--- config.mk ---
export PLATFORM = sky130hd
export DESIGN_NAME = square_wave_analyzer
export DESIGN_NICKNAME = d
export VERILOG_FILES = /design/src/rtl/sw_meas_pkg.sv /design/src/rtl/sw_level_slicer.sv /design/src/rtl/square_wave_analyzer.sv
export SDC_FILE = /design/constraint.sdc
export NUM_CORES = 1
export LEC_CHECK = 0
export ABC_AREA = 1
export CAP_MARGIN = 20
export CORE_UTILIZATION = 53
export DETAILED_ROUTE_END_ITERATION = 6
export PLACE_DENSITY = 0.78
export SYNTH_ARGS = -nofsm -noshare
export SYNTH_HDL_FRONTEND = slang
export SYNTH_SLANG_ARGS = --single-unit
--- constraint.sdc ---
create_clock -name clk -period 1.85 [get_ports clk]
set_input_delay 0.37 -clock clk [delete_from_list [all_inputs] [get_ports clk]]
set_output_delay 0.37 -clock clk [all_outputs]
set_load 0.1 [all_outputs]
--- src/rtl/sw_meas_pkg.sv ---
// Shared types and default thresholds for the square-wave measurement path.
package sw_meas_pkg;

  typedef enum logic [1:0] {
    ACQUIRE   = 2'd0,
    MEAS_HIGH = 2'd1,
    MEAS_LOW  = 2'd2
  } sw_state_e;

  localparam logic [7:0] SW_HI_TH = 8'd192;
  localparam logic [7:0] SW_LO_TH = 8'd64;

endpackage

--- src/rtl/sw_level_slicer.sv ---
// Hysteresis slicer: holds the current logic level and strobes rise/fall
// combinationally on the valid sample that flips it.
module sw_level_slicer
  import sw_meas_pkg::*;
#(
  parameter logic [7:0] HI_TH = SW_HI_TH,
  parameter logic [7:0] LO_TH = SW_LO_TH
) (
  input  logic       clk,
  input  logic       rst,
  input  logic [7:0] sample,
  input  logic       sample_valid,
  output logic       rise,
  output logic       fall
);

  logic level_q, level_d;

  always_comb begin
    rise    = sample_valid && !level_q && (sample >= HI_TH);
    fall    = sample_valid &&  level_q && (sample <= LO_TH);
    level_d = level_q;
    if (rise) begin
      level_d = 1'b1;
    end else if (fall) begin
      level_d = 1'b0;
    end
  end

  always_ff @(posedge clk or negedge rst) begin
    if (!rst) begin
      level_q <= 1'b0;
    end else begin
      level_q <= level_d;
    end
  end

endmodule

--- src/rtl/square_wave_analyzer.sv ---
// Square-wave analyzer: measures period, high time and peak levels per full cycle,
// publishing one result one clock after the closing rising edge.
module square_wave_analyzer
  import sw_meas_pkg::*;
#(
  parameter int unsigned CNT_W = 16,
  parameter logic [7:0]  HI_TH = SW_HI_TH,
  parameter logic [7:0]  LO_TH = SW_LO_TH
) (
  input  logic             clk,
  input  logic             rst,
  input  logic [7:0]       sample,
  input  logic             sample_valid,
  output logic [CNT_W:0]   period,
  output logic [CNT_W-1:0] high_time,
  output logic [7:0]       peak_max,
  output logic [7:0]       peak_min,
  output logic             meas_valid,
  output logic             timeout,
  output logic             locked
);

  localparam logic [CNT_W-1:0] CNT_MAX = '1;
  localparam logic [CNT_W-1:0] CNT_ONE = CNT_W'(1);

  if (HI_TH <= LO_TH) begin : g_bad_thresholds
    $error("square_wave_analyzer: HI_TH must be greater than LO_TH");
  end

  sw_state_e        state_q, state_d;
  logic [CNT_W-1:0] hcnt_q, hcnt_d, lcnt_q, lcnt_d;
  logic [7:0]       run_max_q, run_max_d, run_min_q, run_min_d;
  logic [CNT_W:0]   period_q, period_d;
  logic [CNT_W-1:0] high_q, high_d;
  logic [7:0]       pmax_q, pmax_d, pmin_q, pmin_d;
  logic             meas_q, meas_d, tmo_q, tmo_d;
  logic             rise, fall;

  sw_level_slicer #(
    .HI_TH (HI_TH),
    .LO_TH (LO_TH)
  ) u_slicer (
    .clk          (clk),
    .rst          (rst),
    .sample       (sample),
    .sample_valid (sample_valid),
    .rise         (rise),
    .fall         (fall)
  );

  always_ff @(posedge clk or negedge rst) begin
    if (!rst) begin
      state_q <= ACQUIRE;
    end else begin
      state_q <= state_d;
    end
  end

  always_comb begin
    state_d = state_q;
    if (sample_valid) begin
      case (state_q)
        ACQUIRE:   if (rise) state_d = MEAS_HIGH;
        MEAS_HIGH: begin
          if (fall)                  state_d = MEAS_LOW;
          else if (hcnt_q == CNT_MAX) state_d = ACQUIRE;
        end
        MEAS_LOW: begin
          if (rise)                  state_d = MEAS_HIGH;
          else if (lcnt_q == CNT_MAX) state_d = ACQUIRE;
        end
        default: state_d = ACQUIRE;
      endcase
    end
  end

  // Datapath: counters, running peaks, result capture and the two pulses.
  always_comb begin
    hcnt_d    = hcnt_q;
    lcnt_d    = lcnt_q;
    run_max_d = run_max_q;
    run_min_d = run_min_q;
    period_d  = period_q;
    high_d    = high_q;
    pmax_d    = pmax_q;
    pmin_d    = pmin_q;
    meas_d    = 1'b0;
    tmo_d     = 1'b0;
    if (sample_valid) begin
      if (sample > run_max_q) run_max_d = sample;
      if (sample < run_min_q) run_min_d = sample;
      case (state_q)
        ACQUIRE: begin
          if (rise) begin
            hcnt_d    = CNT_ONE;
            lcnt_d    = '0;
            run_max_d = sample;
            run_min_d = sample;
          end
        end
        MEAS_HIGH: begin
          if (fall) begin
            lcnt_d = CNT_ONE;
          end else if (hcnt_q == CNT_MAX) begin
            tmo_d     = 1'b1;
            hcnt_d    = '0;
            lcnt_d    = '0;
            run_max_d = 8'h00;
            run_min_d = 8'hFF;
          end else begin
            hcnt_d = hcnt_q + CNT_ONE;
          end
        end
        MEAS_LOW: begin
          if (rise) begin
            // The rising sample closes this period and opens the next one.
            period_d  = {1'b0, hcnt_q} + {1'b0, lcnt_q};
            high_d    = hcnt_q;
            pmax_d    = run_max_q;
            pmin_d    = run_min_q;
            meas_d    = 1'b1;
            hcnt_d    = CNT_ONE;
            lcnt_d    = '0;
            run_max_d = sample;
            run_min_d = sample;
          end else if (lcnt_q == CNT_MAX) begin
            tmo_d     = 1'b1;
            hcnt_d    = '0;
            lcnt_d    = '0;
            run_max_d = 8'h00;
            run_min_d = 8'hFF;
          end else begin
            lcnt_d = lcnt_q + CNT_ONE;
          end
        end
        default: begin
          hcnt_d = '0;
          lcnt_d = '0;
        end
      endcase
    end
  end

  always_ff @(posedge clk or negedge rst) begin
    if (!rst) begin
      hcnt_q    <= '0;
      lcnt_q    <= '0;
      run_max_q <= 8'h00;
      run_min_q <= 8'hFF;
      period_q  <= '0;
      high_q    <= '0;
      pmax_q    <= 8'h00;
      pmin_q    <= 8'h00;
      meas_q    <= 1'b0;
      tmo_q     <= 1'b0;
    end else begin
      hcnt_q    <= hcnt_d;
      lcnt_q    <= lcnt_d;
      run_max_q <= run_max_d;
      run_min_q <= run_min_d;
      period_q  <= period_d;
      high_q    <= high_d;
      pmax_q    <= pmax_d;
      pmin_q    <= pmin_d;
      meas_q    <= meas_d;
      tmo_q     <= tmo_d;
    end
  end

  always_comb begin
    locked     = (state_q == MEAS_HIGH) || (state_q == MEAS_LOW);
    period     = period_q;
    high_time  = high_q;
    peak_max   = pmax_q;
    peak_min   = pmin_q;
    meas_valid = meas_q;
    timeout    = tmo_q;
  end

endmodule
==> reports/summary.txt, run 1 <==
status: complete, but fails checks
failing checks: design-rule violations, negative setup slack
FF/Latch Area: 2570 um^2
Least-Margin Pin Slew: 0.423 ns
fmax: 512 MHz
# clock sinks: 102
WHS: 0.446 ns
die area: 12,700 um^2
fin nets: 1,114
CTS tree: yes
WL final: 23,100 um
die width: 113 um
crit path max fanout: 7
initial cell density of the core: 54.2%
Setup violations, final: 16
gp weighted congestion: 0.982
Core Rows: 40
ant diodes: 0
Inserted Clock Buffers: 9
vias in the first global route: 6,450
# Max-Cap Violations: 0
worst path arrival time: 2.22 ns
yosys warns: 0
Congestion Overflow GR: 0
detailed router's first-iteration violation count: 945
Fillers: 683
WL per Instance: 19.0 um
hpwl dp: 14,100 um
Chip Height: 113 um
Peak VDD IR: 1.46 mV
PD cells: 1520 nW/um^2
CP endpoint kind: register
vias: 7,478
CTS root buffer: clkbuf_16
layout cells sized above 1: 32.8%
initial antenna violation count: 0
setup TNS: -0.613 ns
post-synthesis net count: 937
Synth Instances: 888
Seq cells post-synth: 102
vias per inst: 6.14
core area: 12,000 um^2
post-synth top area share: 36.1%
Post-Place Setup Slack: -0.488 ns
DR pass1 iterations: 7
syn avg cell area: 7.33 um^2
synth top area cells: dfrtp_1, nand2_1, ha_1, nand3_1, o21ai_0
DRC violations left: 17
Mapped Area: 6510 um^2
Rel. slew slack: 71.7%
skew final: 0.0102 ns
Distinct cells, synth: 47
Post-synth EDFFs: 0
RSZ-0062 raised after global routing: true
worst setup margin: -0.104 ns
largest net degree at the start of global routing: 63
Final period util: 106%
port bufs: 62
Worst EP required: 2.12 ns
CP Class: reg2reg
Pleak: 4.71 nW
multi-input logic area: 4050 um^2
Top FF cell, synth: dfrtp_1
Final Core Density: 81.4%
# IOs: 63
Worst-path clk slew: 0.08 ns
sequential share of the synthesized area: 39.4%
post-route ant nets: 0
clock latency on the worst-skew pair: 0.37 ns
Period minus WS final: 1.95 ns
H-tree lvl count: 3
gr usage total: 31.3%
final hold viol count: 0
CP startpoint kind: register
global-route wire length before repair: 31,000 um
Hold Crit Class: in2async
CTS Buffer Depth: 2
Layout area overhead: 50.2%
fin. max-slew vios: 0
asr flop ratio synth: 100%
cell type with the highest aggregate area in the netlist: dfrtp_1
logic make-up after synthesis:
family	after synthesis	share of synthesized area, %
XOR/XNOR	14	1.88
flip-flops	102	39.4
adder cells (fa/ha/maj)	38	7.42
AO/OA/AOI/OAI	139	11.5
AND/OR/NAND/NOR	463	31.6
buffers and inverters	132	8.17
per-layer routing:
| metal | vias to the layer above | share of wire [%] | track usage (%) |
|---|---|---|---|
| met5 | - | 0 | 0 |
| met4 | 0 | 5.6 | 13.6 |
| li1 | 3279 | - | - |
| met1 | 3520 | 37 | 39.3 |
| met2 | 531 | 49 | 52.6 |
| met3 | 148 | 8.8 | 6.32 |
worst paths after layout:
path,start,end,slack [ns],cells after the start
setup / recovery,state_q[0]$_DFFE_PN0P_,run_max_q[5]$_DFFE_PN0P_,-0.10,9
hold / removal,rst,high_time[14]$_DFFE_PN0P_,0.45,2
setup reg to reg,state_q[0]$_DFFE_PN0P_,run_max_q[5]$_DFFE_PN0P_,-0.10,9
hold reg to reg,run_min_q[4]$_DFFE_PN1P_,run_min_q[4]$_DFFE_PN1P_,0.51,2
max in group asynchronous,rst,run_min_q[0]$_DFFE_PN1P_,0.72,3
min in group clk,sample[0],run_max_q[0]$_DFFE_PN0P_,0.49,5
cell usage after synthesis (2+ instances only):
| library cell | instances |
|---|---|
| o21ai_2 | 2 |
| buf_2 | 7 |
| clkbuf_1 | 11 |
| inv_2 | 7 |
| o21bai_1 | 4 |
| a21oi_1 | 36 |
| or2_2 | 2 |
| o21ai_0 | 76 |
| o21a_1 | 2 |
| o21ai_1 | 7 |
| o211ai_1 | 2 |
| ha_1 | 37 |
| nor2_2 | 3 |
| nand3b_1 | 7 |
| nor3_1 | 21 |
| o31ai_1 | 3 |
| nor2_1 | 66 |
| nand2_1 | 236 |
| buf_6 | 2 |
| and3_1 | 2 |
| dfrtp_1 | 94 |
| nand3_2 | 4 |
| nand4_1 | 23 |
| dfstp_2 | 8 |
| inv_1 | 101 |
| nand2_2 | 5 |
| xor2_1 | 9 |
| nand3_1 | 88 |
| xnor2_1 | 5 |
cells in the final DEF (no fill, tap or decap), types with 13 or more instances in the layout:
cell | Yosys | layout
nand2_1 | 236 | 215
a21oi_1 | 36 | 21
inv_1 | 101 | 88
nand3_1 | 88 | 75
o21ai_1 | 7 | 16
a21oi_2 | 1 | 13
buf_12 | 0 | 55
nand3_2 | 4 | 13
nand2_2 | 5 | 16
ha_1 | 37 | 17
ha_4 | 0 | 14
buf_4 | 0 | 100
nor2_1 | 66 | 52
buf_6 | 2 | 18
nand4_1 | 23 | 23
nor3_1 | 21 | 17
dfrtp_1 | 94 | 85
inv_2 | 7 | 17
o21ai_0 | 76 | 63
where the power goes:
| group | internal (mW) | switching, mW |
|---|---|---|
| Sequential | 2.88 | 0.641 |
| Combinational | 3.49 | 5.79 |
| Clock | 1.08 | 0.950 |
cell type report:
type | instances | area share [%]
Inverter | 110 | 4.45
Sequential cell | 102 | 26.3
Multi-Input combinational cell | 654 | 41.4
Clock buffer | 9 | 2.30
Clock inverter | 7 | 0.909
Tap cell | 147 | 1.88
Timing Repair Buffer | 186 | 22.6
Timing Repair inverter | 2 | 0.128
critical path, cell delays in order, from the launching register on:
cell and delay [ns]:
dfrtp_1 0.40, buf_4 0.15, ha_2 0.33, clkinv_1 0.21
o211ai_1 0.26, nand2_1 0.17, nand2_1 0.12, nand2_1 0.08
nand3_2 0.08, nand2_1 0.05
through the flow:
stage	cells	area [um^2]	power [mW]
6_report	1217	9780	14.8
5_1_grt	1217	9780	15.4
4_1_cts	1200	9020	13.6
3_5_place_dp	1179	8540	11.3
3_3_place_gp	1179	8540	11.2
2_1_floorplan	888	6510	8.18
state kept, by name, indices dropped and copies added (netlist names):
register	count
peak_max	8
run_max_q	8
high_time	16
timeout	1
state_q	2
period	17
lcnt_q	16
u_slicer.level_q	1
meas_valid	1
hcnt_q	16
peak_min	8
run_min_q	8
repair_timing:
action,CTS,global route
gates resized for setup,42,158
endpoints found under the setup margin,49,77
gates cloned,1,4
hold buffers,1,0
setup buffers,3,13
pin swaps,7,35
endpoints found under the hold margin,17,0
Note: power is estimated with default switching activity, not from simulation.
==> run 2: changes to the inputs <==
--- a/config.mk
+++ b/config.mk
@@ -9,6 +9,7 @@
 export CAP_MARGIN = 20
 export CORE_UTILIZATION = 53
 export DETAILED_ROUTE_END_ITERATION = 6
+export HOLD_SLACK_MARGIN = 0.08
 export PLACE_DENSITY = 0.78
 export SYNTH_ARGS = -nofsm -noshare
 export SYNTH_HDL_FRONTEND = slang
==> constraint.sdc (replaced) <==
create_clock -name clk -period 1.85 [get_ports clk]
set_input_delay 0.185 -clock clk [delete_from_list [all_inputs] [get_ports clk]]
set_output_delay 0.185 -clock clk [all_outputs]
set_load 0.1 [all_outputs]
==> run 2 against run 1 <==
The run ends with negative setup slack left. Count of clock-buffer cells in the layout is 1 higher. Final cell count is 1.2% lower. Worst setup slack worse by 0.027 ns. First-iteration DRC count is 22% lower. Register-to-register slack worse by 0.03 ns. Clock power is 4% lower. Power is 8.9% lower. Global-route usage is 1.8 points lower. Critical path type unchanged.
==> reports/summary.txt, run 2 (synthesis gave the netlist of run 1 again) <==
status: complete, but fails checks
failing checks: negative setup slack
initial cell density of the core: 54.2%
FF-to-FF Start: run_min_q[4]$_DFFE_PN1P_
# Max-Cap Violations: 0
final hold viol count: 0
gr usage total: 29.5%
Core Rows: 40
Peak VDD IR: 1.50 mV
Least-Margin Pin Slew: 0.477 ns
Worst-path clk slew: 0.08 ns
Layout area overhead: 39.1%
Rel. slew slack: 68.2%
skew final: 0.0116 ns
Inserted Clock Buffers: 9
DR pass1 iterations: 5
Worst EP required: 2.16 ns
CP endpoint kind: register
PD cells: 1490 nW/um^2
global-route wire length before repair: 29,400 um
detailed router's first-iteration violation count: 738
fin nets: 1,100
vias per inst: 5.77
Reg2Reg Depth: 11
Congestion Overflow GR: 0
CP Class: reg2reg
WL final: 20,600 um
setup TNS: -0.926 ns
Tot Pwr: 13.5 mW
peak per-stage delay on the critical path: 0.56 ns
clock latency on the worst-skew pair: 0.37 ns
vias in the first global route: 6,153
Setup violations, final: 27
die area: 12,700 um^2
die width: 113 um
Post-Place Setup Slack: -0.250 ns
gp weighted congestion: 0.958
CTS Buffer Depth: 2
core area: 12,000 um^2
CTS tree: yes
layout cells sized above 1: 32.2%
CTS root buffer: clkbuf_16
H-tree lvl count: 3
fin. max-slew vios: 0
Fillers: 837
commonest non-fill, non-tap cell in the layout: nand2_1
Final Core Density: 75.4%
CP startpoint kind: register
crit path max fanout: 4
Buf+Inv Stages, Crit Path: 2
max reg flops: 17
# IOs: 63
multi-input logic area: 4070 um^2
Chip Height: 113 um
hpwl dp: 13,300 um
Period minus WS final: 1.98 ns
largest net degree at the start of global routing: 45
FF/Latch Area: 2570 um^2
# clock sinks: 102
DRC violations left: 0
most frequent cells in the layout: nand2_1, buf_4, inv_1, dfrtp_1, nand3_1
cells along the critical path: inv_1, ha_1, nand2_1, nor2_4, nand2_4, buf_6, nand3_1, nand2_1, nor2_1, nor2_1, a21oi_2
vias: 6,939
Final period util: 107%
Reg2Reg Setup Slack: -0.13 ns
WL per Instance: 17.1 um
initial antenna violation count: 0
Pleak: 4.45 nW
worst path arrival time: 2.29 ns
post-route ant nets: 0
worst setup margin: -0.131 ns
RSZ-0062 raised after global routing: true
Crit path max-delay family: simple AND/OR/NAND/NOR gates
fmax: 505 MHz
Hold Crit Class: in2async
port bufs: 62
ant diodes: 0
Crit Reg-Reg Endpoint: run_min_q[4]$_DFFE_PN1P_
Slowest cell on crit path: dfstp_2
[run 2: final cells by class]
type	instances	share of cell area, %
Multi-Input combinational cell	654	44.9
Sequential cell	102	28.4
Timing Repair Buffer	172	16.3
Inverter	110	4.75
Clock buffer	10	2.64
Tap cell	147	2.03
Clock inverter	6	0.663
Timing Repair inverter	2	0.304
[run 2: power breakdown]
| group | leakage, nW | switching [mW] | internal (mW) |
|---|---|---|---|
| combinational | 2.96 | 5.77 | 2.52 |
| sequential | 1.34 | 0.397 | 2.87 |
| clock | 0.149 | 0.954 | 0.991 |
| total | 4.45 | 7.12 | 6.39 |
[run 2: how the worst max path moves through the flow]
stage,start,endpoint,slack (ns),depth (start not counted)
after floorplan,hcnt_q[0]$_DFFE_PN0P_,period[10]$_DFFE_PN0P_,0.02,11
after global routing,lcnt_q[4]$_DFFE_PN0P_,lcnt_q[13]$_DFFE_PN0P_,-0.19,10
after global placement,sample[7],run_min_q[6]$_DFFE_PN1P_,-0.21,11
after detailed placement,sample[1],run_min_q[6]$_DFFE_PN1P_,-0.25,14
after CTS,hcnt_q[0]$_DFFE_PN0P_,lcnt_q[14]$_DFFE_PN0P_,-0.01,12
final,run_min_q[4]$_DFFE_PN1P_,run_min_q[4]$_DFFE_PN1P_,-0.13,11
[run 2: timing repair]
action | in CTS | in global routing
gates resized for setup | 18 | 168
hold buffers | 1 | 0
buffers inserted | 1 | 8
pin swaps | 2 | 35
endpoints found under the hold margin | 35 | 0
endpoints found under the setup margin | 41 | 63
cloned | 1 | 5
[run 2: through the flow]
| stage | cells | cell area (um^2) | hold WS [ns] |
|---|---|---|---|
| after floorplan | 888 | 6510 | -0.111 |
| after global placement | 1171 | 7860 | 0.176 |
| after detailed placement | 1171 | 7860 | 0.175 |
| after CTS | 1190 | 8250 | 0.330 |
| after global routing | 1203 | 9050 | 0.352 |
| final | 1203 | 9050 | 0.314 |
[run 2: layer usage]
| metal | share of wire [%] | wire, um | global-route usage, % |
|---|---|---|---|
| met2 | 48 | 9910 | 48.6 |
| met3 | 7.1 | 1460 | 5.62 |
| met1 | 40 | 8320 | 38.3 |
| met4 | 4.6 | 942 | 12.2 |
| met5 | 0 | 0 | 0 |
==> run 3: changes to the inputs <==
--- a/config.mk
+++ b/config.mk
@@ -7,10 +7,10 @@
 export LEC_CHECK = 0
 export ABC_AREA = 1
 export CAP_MARGIN = 20
-export CORE_UTILIZATION = 53
+export CORE_UTILIZATION = 55
 export DETAILED_ROUTE_END_ITERATION = 6
 export HOLD_SLACK_MARGIN = 0.08
-export PLACE_DENSITY = 0.78
+export PLACE_DENSITY = 0.77
 export SYNTH_ARGS = -nofsm -noshare
 export SYNTH_HDL_FRONTEND = slang
 export SYNTH_SLANG_ARGS = --single-unit
==> constraint.sdc (replaced) <==
create_clock -name clk -period 2.35 [get_ports clk]
set_input_delay 0.235 -clock clk [delete_from_list [all_inputs] [get_ports clk]]
set_output_delay 0.235 -clock clk [all_outputs]
set_load 0.1 [all_outputs]
==> run 3 against run 2 <==
The flow now finishes without violations. Highest routed layer unchanged. Core utilization decreased by 8.9 points. Sequential power decreased by 22%. Non-clock buffer count decreased by 83. Critical path type unchanged. Count of clock-buffer cells in the layout increased by 1. Sequential share of layout area increased by 5.2 points.
==> reports/summary.txt, run 3 (synthesis gave the netlist of run 1 again) <==
Reg2Reg Setup Slack: 0.17 ns
core area: 11,500 um^2
# IOs: 63
logic gate share of total power: 54.1%
grt met1 use: 38.2%
Final period util: 92.6%
Internal: 4.50 mW
Hold Crit Class: in2async
Period minus WS final: 2.18 ns
register share of total power: 27.5%
ant diodes: 0
fin. max-slew vios: 0
gr usage total: 28.3%
initial cell density of the core: 56.8%
H-tree lvl count: 3
CTS Buffer Depth: 2
initial antenna violation count: 0
vias per inst: 5.53
CP endpoint kind: register
WL final: 16,500 um
most frequent cells in the layout: nand2_1, inv_1, dfrtp_1, nand3_1, buf_4
die width: 111 um
M2 GR Usage: 45.0%
crit path max fanout: 8
setup TNS: 0 ns
Crit path top cell by count: nand2_1
Layout area overhead: 17.2%
CP startpoint kind: register
vias: 6,160
status: complete, no violations
Pleak: 3.89 nW
CP Class: reg2reg
DRC violations left: 0
hpwl dp: 12,700 um
fmax: 460 MHz
Least-Margin Pin Slew: 0.384 ns
Setup violations, final: 0
detailed router's first-iteration violation count: 434
global routing's busiest layer: met2
die area: 12,300 um^2
skew final: 0.0114 ns
cells along the critical path: ha_1, nand2_1, nor2_1, nand3_2, nor3_1, nand2_1, nand3_2, nand2_1, nand3_1, o21ai_0, inv_1
peak per-stage delay on the critical path: 0.47 ns
Slowest cell on crit path: dfrtp_1
layout cells sized above 1: 13.6%
Peak VDD IR: 0.907 mV
PostCTS Resize Cnt: 0
Rel. slew slack: 74.2%
gp weighted congestion: 0.929
max reg flops: 17
WHS: 0.278 ns
Fillers: 1,020
multi-input logic area: 3420 um^2
Net Switching: 4.80 mW
port bufs: 62
switch share: 51.6%
Inserted Clock Buffers: 9
# clock sinks: 102
Clock Power Share: 18.4%
PD cells: 1220 nW/um^2
Chip Height: 111 um
DR pass1 iterations: 5
fin nets: 1,015
Core Rows: 39
post-route ant nets: 0
largest net degree at the start of global routing: 42
clock latency on the worst-skew pair: 0.36 ns
worst path arrival time: 2.48 ns
WL per Instance: 14.8 um
global-route wire length before repair: 28,100 um
vias in the first global route: 5,918
FF/Latch Area: 2560 um^2
# Max-Cap Violations: 0
Worst-path clk slew: 0.07 ns
final hold viol count: 0
met3 Use GR: 4.21%
CTS tree: yes
CTS root buffer: clkbuf_16
Worst EP required: 2.65 ns
RSZ-0062 raised after global routing: false
Congestion Overflow GR: 0
commonest non-fill, non-tap cell in the layout: nand2_1
Post-CTS Setup Inserts: 0
[run 3: final timing paths]
path | start | cells after the start | to
min in group clk | high_time[12]$_DFFE_PN0P_ | 2 | high_time[12]$_DFFE_PN0P_
setup reg to reg | hcnt_q[0]$_DFFE_PN0P_ | 11 | run_min_q[6]$_DFFE_PN1P_
max in group asynchronous | rst | 3 | run_min_q[6]$_DFFE_PN1P_
setup / recovery | hcnt_q[0]$_DFFE_PN0P_ | 11 | run_min_q[6]$_DFFE_PN1P_
hold / removal | rst | 2 | meas_valid$_DFF_PN0_
hold reg to reg | high_time[12]$_DFFE_PN0P_ | 2 | high_time[12]$_DFFE_PN0P_
[run 3: power groups by stage]
| stage | registers, mW | clock network (mW) | logic, mW |
|---|---|---|---|
| after floorplan | 4.49 | 0 | 1.93 |
| after detailed placement | 2.58 | 0 | 5.01 |
| after global routing | 2.61 | 1.80 | 5.44 |
| after CTS | 2.56 | 1.73 | 5.03 |
| after global placement | 2.58 | 0 | 4.94 |
| final | 2.56 | 1.71 | 5.03 |
[run 3: worst max-delay path: cells and delay by family, from the launching register on]
kind,cells,cell delay (ns)
AOI/OAI and AO/OA,1,0.08
adders and majority gates,1,0.22
buffers and inverters,1,0.07
DFF,1,0.47
and+or+nand+nor,8,1.28
[run 3: what timing repair did]
item,4_1_cts,5_1_grt
setup endpoints to repair,0,0
hold buffers,1,0
hold endpoints to repair,94,0
[run 3: stage by stage]
step                std cells  instance area, um^2  total power, mW  utilization [%]  setup WS (ns)
floorplan                 888                 6510             6.42                -          0.226
global placement         1097                 7280             7.52             63.5         0.0801
detailed placement       1097                 7280             7.60             63.5         0.0939
CTS                      1114                 7630             9.32             66.5          0.213
global route             1114                 7630             9.85             66.5         0.0221
finish                   1114                 7630             9.30             66.5          0.175
[run 3: layout make-up]
| type | count | share of cell area [%] |
|---|---|---|
| Clock inverter | 5 | 1.39 |
| Inverter | 110 | 5.43 |
| Tap cell | 143 | 2.35 |
| Multi-Input combinational cell | 654 | 44.8 |
| Clock buffer | 11 | 3.05 |
| Sequential cell | 102 | 33.6 |
| Timing Repair Buffer | 89 | 9.41 |
[run 3: layer usage]
layer  wire [um]  vias to the layer above
met5           0                        -
met4         488                        0
met3         869                       42
met2        7540                      188
met1        7600                     2857
li1            -                     3073
